--- src/rtl/xu_req_arb.sv ---
// xu_req_arb: round-robin arbiter that funnels NM per-tile XU masters into a
// single XU master port through a one-entry request buffer.
//
// Handshakes:
//  - Master side: a master raises m_req[i] with a stable payload and holds it
//    until it sees its one-cycle m_ack[i]; it drops m_req the cycle after.
//  - XU side: xu_req with a stable xu_* payload is held until xu_ack is
//    sampled high; the transfer completes on that edge. xu_ack is ignored
//    while xu_req is low.
// The FSM state is visible on the idle output (idle = state IDLE).
module xu_req_arb #(
   parameter  int NM     = 4,
   parameter  int CMD_W  = 2,
   parameter  int ADDR_W = 32,
   parameter  int UID_W  = 4,
   parameter  int TILE_W = 4,
   parameter  int DATA_W = 128,
   localparam int BE_W   = DATA_W / 8
) (
   input  logic                 clk,
   input  logic                 rst_,
   input  logic [NM-1:0]        m_req,
   input  logic [NM*CMD_W-1:0]  m_cmd,
   input  logic [NM*ADDR_W-1:0] m_addr,
   input  logic [NM*UID_W-1:0]  m_uid,
   input  logic [NM*TILE_W-1:0] m_src,
   input  logic [NM*BE_W-1:0]   m_data_be,
   input  logic [NM*DATA_W-1:0] m_data,
   output logic [NM-1:0]        m_ack,
   output logic                 xu_req,
   output logic [CMD_W-1:0]     xu_cmd,
   output logic [ADDR_W-1:0]    xu_addr,
   output logic [UID_W-1:0]     xu_uid,
   output logic [TILE_W-1:0]    xu_src,
   output logic [BE_W-1:0]      xu_data_be,
   output logic [DATA_W-1:0]    xu_data,
   input  logic                 xu_ack,
   input  logic                 drain,
   output logic                 idle,
   output logic [2:0]           grant_id
);

   localparam int PTR_W = (NM > 1) ? $clog2(NM) : 1;
   localparam int SUM_W = PTR_W + 1;

   typedef enum logic {
      S_IDLE = 1'b0,
      S_BUSY = 1'b1
   } state_t;

   state_t           state;
   state_t           state_nx;
   logic [PTR_W-1:0] ptr;
   logic [PTR_W-1:0] ptr_nx;
   logic [PTR_W-1:0] pick;
   logic [PTR_W-1:0] cand;
   logic [SUM_W-1:0] sum;
   logic [NM-1:0]    mask;
   logic [NM-1:0]    elig;
   logic [NM-1:0]    ack_nx;
   logic             found;
   logic             grant;
   logic             release_buf;

   // The master acked on the previous edge may still show m_req this cycle.
   assign elig = m_req & ~mask;

   // Rotating-priority search: first eligible master at ptr, ptr+1, ... mod NM.
   always_comb begin
      found = 1'b0;
      pick  = '0;
      sum   = '0;
      cand  = '0;
      for (int k = 0; k < NM; k++) begin
         sum = {1'b0, ptr} + SUM_W'(k);
         if (sum >= SUM_W'(NM)) begin
            sum = sum - SUM_W'(NM);
         end
         cand = sum[PTR_W-1:0];
         if (!found && elig[cand]) begin
            found = 1'b1;
            pick  = cand;
         end
      end
   end

   // Pointer moves to the master after the winner, wrapping NM-1 -> 0.
   always_comb begin
      ptr_nx = ptr;
      if (grant) begin
         if (pick == PTR_W'(NM - 1)) begin
            ptr_nx = '0;
         end else begin
            ptr_nx = pick + PTR_W'(1);
         end
      end
   end

   // One-hot ack for the winner; also becomes the one-cycle mask.
   always_comb begin
      ack_nx = '0;
      if (grant) begin
         ack_nx[pick] = 1'b1;
      end
   end

   // Next-state logic: grants only from IDLE, drain holds off new grants,
   // BUSY waits for the XU to take the buffered request.
   always_comb begin
      state_nx    = state;
      grant       = 1'b0;
      release_buf = 1'b0;
      case (state)
         S_IDLE: begin
            if (!drain && found) begin
               grant    = 1'b1;
               state_nx = S_BUSY;
            end
         end
         S_BUSY: begin
            if (xu_ack) begin
               release_buf = 1'b1;
               state_nx    = S_IDLE;
            end
         end
         default: begin
            state_nx = S_IDLE;
         end
      endcase
   end

   // State register.
   always_ff @(posedge clk or negedge rst_) begin
      if (!rst_) begin
         state <= S_IDLE;
      end else begin
         state <= state_nx;
      end
   end

   // Round-robin pointer, ack pulse and regrant mask.
   always_ff @(posedge clk or negedge rst_) begin
      if (!rst_) begin
         ptr   <= '0;
         mask  <= '0;
         m_ack <= '0;
      end else begin
         ptr   <= ptr_nx;
         mask  <= ack_nx;
         m_ack <= ack_nx;
      end
   end

   // Downstream request flag: set on grant, cleared when the XU accepts.
   always_ff @(posedge clk or negedge rst_) begin
      if (!rst_) begin
         xu_req <= 1'b0;
      end else if (grant) begin
         xu_req <= 1'b1;
      end else if (release_buf) begin
         xu_req <= 1'b0;
      end
   end

   // Buffered payload and owner id, loaded only on a grant so they stay
   // stable for the whole time xu_req is high.
   always_ff @(posedge clk or negedge rst_) begin
      if (!rst_) begin
         xu_cmd     <= '0;
         xu_addr    <= '0;
         xu_uid     <= '0;
         xu_src     <= '0;
         xu_data_be <= '0;
         xu_data    <= '0;
         grant_id   <= '0;
      end else if (grant) begin
         xu_cmd     <= m_cmd[pick*CMD_W +: CMD_W];
         xu_addr    <= m_addr[pick*ADDR_W +: ADDR_W];
         xu_uid     <= m_uid[pick*UID_W +: UID_W];
         xu_src     <= m_src[pick*TILE_W +: TILE_W];
         xu_data_be <= m_data_be[pick*BE_W +: BE_W];
         xu_data    <= m_data[pick*DATA_W +: DATA_W];
         grant_id   <= 3'(pick);
      end
   end

   assign idle = (state == S_IDLE);

endmodule
--- config.mk ---
export PLATFORM = sky130hd
export DESIGN_NAME = xu_req_arb
export DESIGN_NICKNAME = d
export VERILOG_FILES = /design/src/rtl/xu_req_arb.sv
export SDC_FILE = /design/constraint.sdc
export NUM_CORES = 1
export LEC_CHECK = 0
export BUFFER_PORTS_ARGS = -buffer_cell sky130_fd_sc_hd__buf_4
export CORE_AREA = 2 2 370 372
export CTS_CLUSTER_DIAMETER = 120
export DETAILED_ROUTE_END_ITERATION = 10
export DIE_AREA = 0 0 372 374
export PLACE_DENSITY = 0.34
export SYNTH_ARGS = -nofsm -noshare
export SYNTH_HDL_FRONTEND = slang
export SYNTH_SLANG_ARGS = --single-unit
--- constraint.sdc ---
create_clock -name clk -period 1.9 [get_ports clk]
set_input_delay 0.19 -clock clk [delete_from_list [all_inputs] [get_ports clk]]
set_output_delay 0.19 -clock clk [all_outputs]
set_load 0.005 [all_outputs]
==> flow_summary.yaml <==
status:
  violations: "setup timing"
  status: "complete, but fails checks"
power_and_ir_drop:
  p_sw_share_pct: 46.71
  pwr-share-seq_pct: 18.8
  p_per_area_mw_per_mm2: 1442
  power_frac_clock_pct: 10.4
  p_leak_nw: 12.67
  power.switching_mw: 19.70
  peakVddDrop_uv: 833.4
  intPower_mw: 22.48
  power_frac_comb_pct: 70.9
timing:
  slew-limit-headroom_pct: 66.69
  finClkSkew_ns: 0.01209
  timing.final.ws_setup_ns: -0.4725
  setup_viol: 193
  tightest_slew_ns: 0.4974
  period_needed_ns: 2.373
  rsz0062_at_grt: "true"
  timing.final.crit_share_pct: 124.9
  drv_slew: 0
  hold_viol: 0
  max_freq_ghz: 0.4215
yosys:
  synth-edff-count: 0
  yosysMostFrequentCell: "o221ai_1"
  synth_area_leader_cell: "dfrtp_1"
  ys.flop_type: "dfrtp_1"
  synth-async-reset-ratio_pct: 100.0
  syn_avg_cell_area_um2: 8.570
  synth_cells: 1854
  synth_nets: 2606
  yosys_warnings: 0
  ys_types: 34
  syn_area_mm2: 0.01589
  ys_top_cells_by_area: "dfrtp_1 31%, o221ai_1 31%, a22o_1 10%, o211ai_1 8.8%, nand2_1 4.6%"
  synth_top_area_share_pct: 30.87
  ys_seq_area_share_pct: 30.87
  synth_common_cells: "558 x o221ai_1, 196 x dfrtp_1, 195 x nand2_1"
  ys_ff_latch: 196
route:
  drtAntennaViolNets: 0
  dr.pass1.iters: 5
  routedWlPerCell_um: 27.90
  viasPerCell: 4.622
  dr_total_vias: 21610
  drtIter0Drc: 1465
  drt_wl_total_um: 130400
  drc: 0
worst_setup_path:
  rr_worst_depth: 8
  worstSetupPathType: "flop to flop"
  cp.arrival_ns: 2.87
  required_ns: 2.39
  worst_setup_path_end_kind: "flop"
  crit_path_max_fanout: 9
  reg2reg_to: "xu_data[98]"
  rrSetupSlack_ns: -0.47
  startpoint_type: "flop"
  r2r-start: "mask[3]"
global_routing:
  antenna_found_initial: 21
  grt_use_total_pct: 17.80
  use_met3_pct: 3.973
  grt_start_max_net_pins: 51
  grt-busiest-layer: "met2"
  grt_util_met2_pct: 30.31
  use_met1_pct: 22.91
  grt_remaining_overflow: 0
  grt_pass1_vias: 22390
  grt_pass1_wl_um: 176800
clock_tree:
  cts-buffers-inserted: 17
  insertion_delay_ns: 0.56
  cts_tree: "done"
  cts.path.max_buffers: 2
  path_clk_slew_ns: 0.09
  htreeDepth: 4
  cts_root_buf: "clkbuf_16"
  cts_num_sinks: 196
floorplanning:
  start_util_pct: 11.77
  core.rowCount: 135
  die_y_um: 374
  core_mm2: 0.1350
  dieWidth_um: 372
  design.die.area_mm2: 0.1391
  ioPinCount: 947
place:
  post-place-ws_ns: -0.5311
  port_buffers: 945
  detailed_place.area_mm2: 0.02700
  place.gp.congestion: 0.8605
  hpwl_um: 99800
worst_hold_path:
  min_to: "xu_data[81]"
  hold_path_depth: 4
  hold_class: "input port to flop"
  hold_start: "m_data[81]"
finish:
  drive_above_1_share_pct: 49.32
  final_util_pct: 21.67
  fin_area_mm2: 0.02925
  nets: 3626
  synthToLayoutAreaGrowth_pct: 84.07
job:
  max-cap-violations: 0
## worst max path at each step
stage	from	endpoint	slack, ns	cells after the start
finish	mask[3]	xu_data[98]	-0.47	8
global route	ptr[0]	xu_data[98]	-0.48	8
CTS	ptr[0]	xu_data[93]	-0.40	8
detailed placement	mask[2]	xu_data_be[1]	-0.53	9
global placement	m_req[3]	xu_data_be[1]	-0.56	9
floorplan	mask[0]	xu_data[62]	-0.04	8
## stage by stage
step	hold slack (ns)	std cells	TNS [ns]	power (mW)
detailed placement	0.09517	4577	-62.84	34.78
CTS	0.001956	4650	-59.72	41.74
floorplan	-0.1056	1854	-3.474	19.74
global placement	0.09310	4577	-59.05	34.94
global route	0.04768	4671	-76.00	44.74
finish	0.05579	4675	-56.35	42.18
## critical path, stage by stage (launching register included)
cell and delay [ns]:
dfrtp_1 0.43, nand2b_1 0.22, a21o_4 0.25, o22a_4 0.29, buf_12 0.16, buf_16 0.16, buf_12 0.16, o211ai_1 0.42
a22o_1 0.21
## cell type report
type	instances	area, um2
well taps	1781	2228
clock inverters	15	193.9
multi-input cells	1158	9409
flip-flops and latches	196	4905
clock buffers	17	425.4
repair buffers	1314	11370
diodes	7	17.52
fillers	15080	105700
inverters	187	701.9
## placed cells by master (no fill, tap or decap), types with 2 or more instances in the layout
cell	count
a21o_4	2
a22o_1	186
buf_12	73
buf_16	11
buf_4	1172
buf_6	36
buf_8	7
bufbuf_16	3
bufinv_16	3
clkbuf_16	22
clkinv_2	2
clkinv_4	2
dfrtp_1	196
diode_2	7
dlygate4sd3_1	7
inv_1	187
inv_6	4
inv_8	3
nand2_1	195
nor2_1	3
nor2b_2	2
nor3_1	2
o211ai_1	186
o21ai_0	2
o21ai_4	2
o221ai_1	491
o221ai_2	66
or3b_4	2
## flip-flops by register name, indices dropped and copies added (netlist names)
name and flops:
xu_req 1, grant_id 2, xu_data 128, xu_data_be 16, xu_cmd 2, xu_uid 4
ptr 2, xu_addr 32, mask 4, state 1, xu_src 4
## kinds of logic (layout without fill, tap and decap cells)
logic type                count (synthesis)  count (layout)  share of synthesized area [%]
AOI/OAI and AO/OA                       944             944                          50.47
and+or+nand+nor                         212             212                          5.245
buffers and inverters                   500            1533                          13.34
DFF                                     196             196                          30.87
xor gates and xnor gates                  1               1                        0.05513
other                                     1               8                        0.02360
## power groups by stage
stage / Clock, mW / Sequential, mW / Combinational (mW)
after floorplan: 0 / 7.58 / 12.2
after global placement: 0 / 8.00 / 26.9
after detailed placement: 0 / 7.94 / 26.8
after CTS: 4.60 / 7.93 / 29.2
after global routing: 4.69 / 8.16 / 31.9
final: 4.37 / 7.91 / 29.9
## repair_timing
action / 4_1_cts / 5_1_grt
setup endpoints to repair: 193 / 195
buffers inserted: 28 / 14
hold endpoints to repair: 185 / 0
gates cloned: 7 / 6
resized for setup: 102 / 54
pin swaps: 16 / 19
hold buffers: 7 / 0
## per-layer routing
metal	up-vias	part of all wire, %
met5	-	0.077
met4	18	1.4
met3	91	6.4
met2	924	49
met1	10900	43
li1	9673	-
Note: power is estimated with default switching activity, not from simulation.
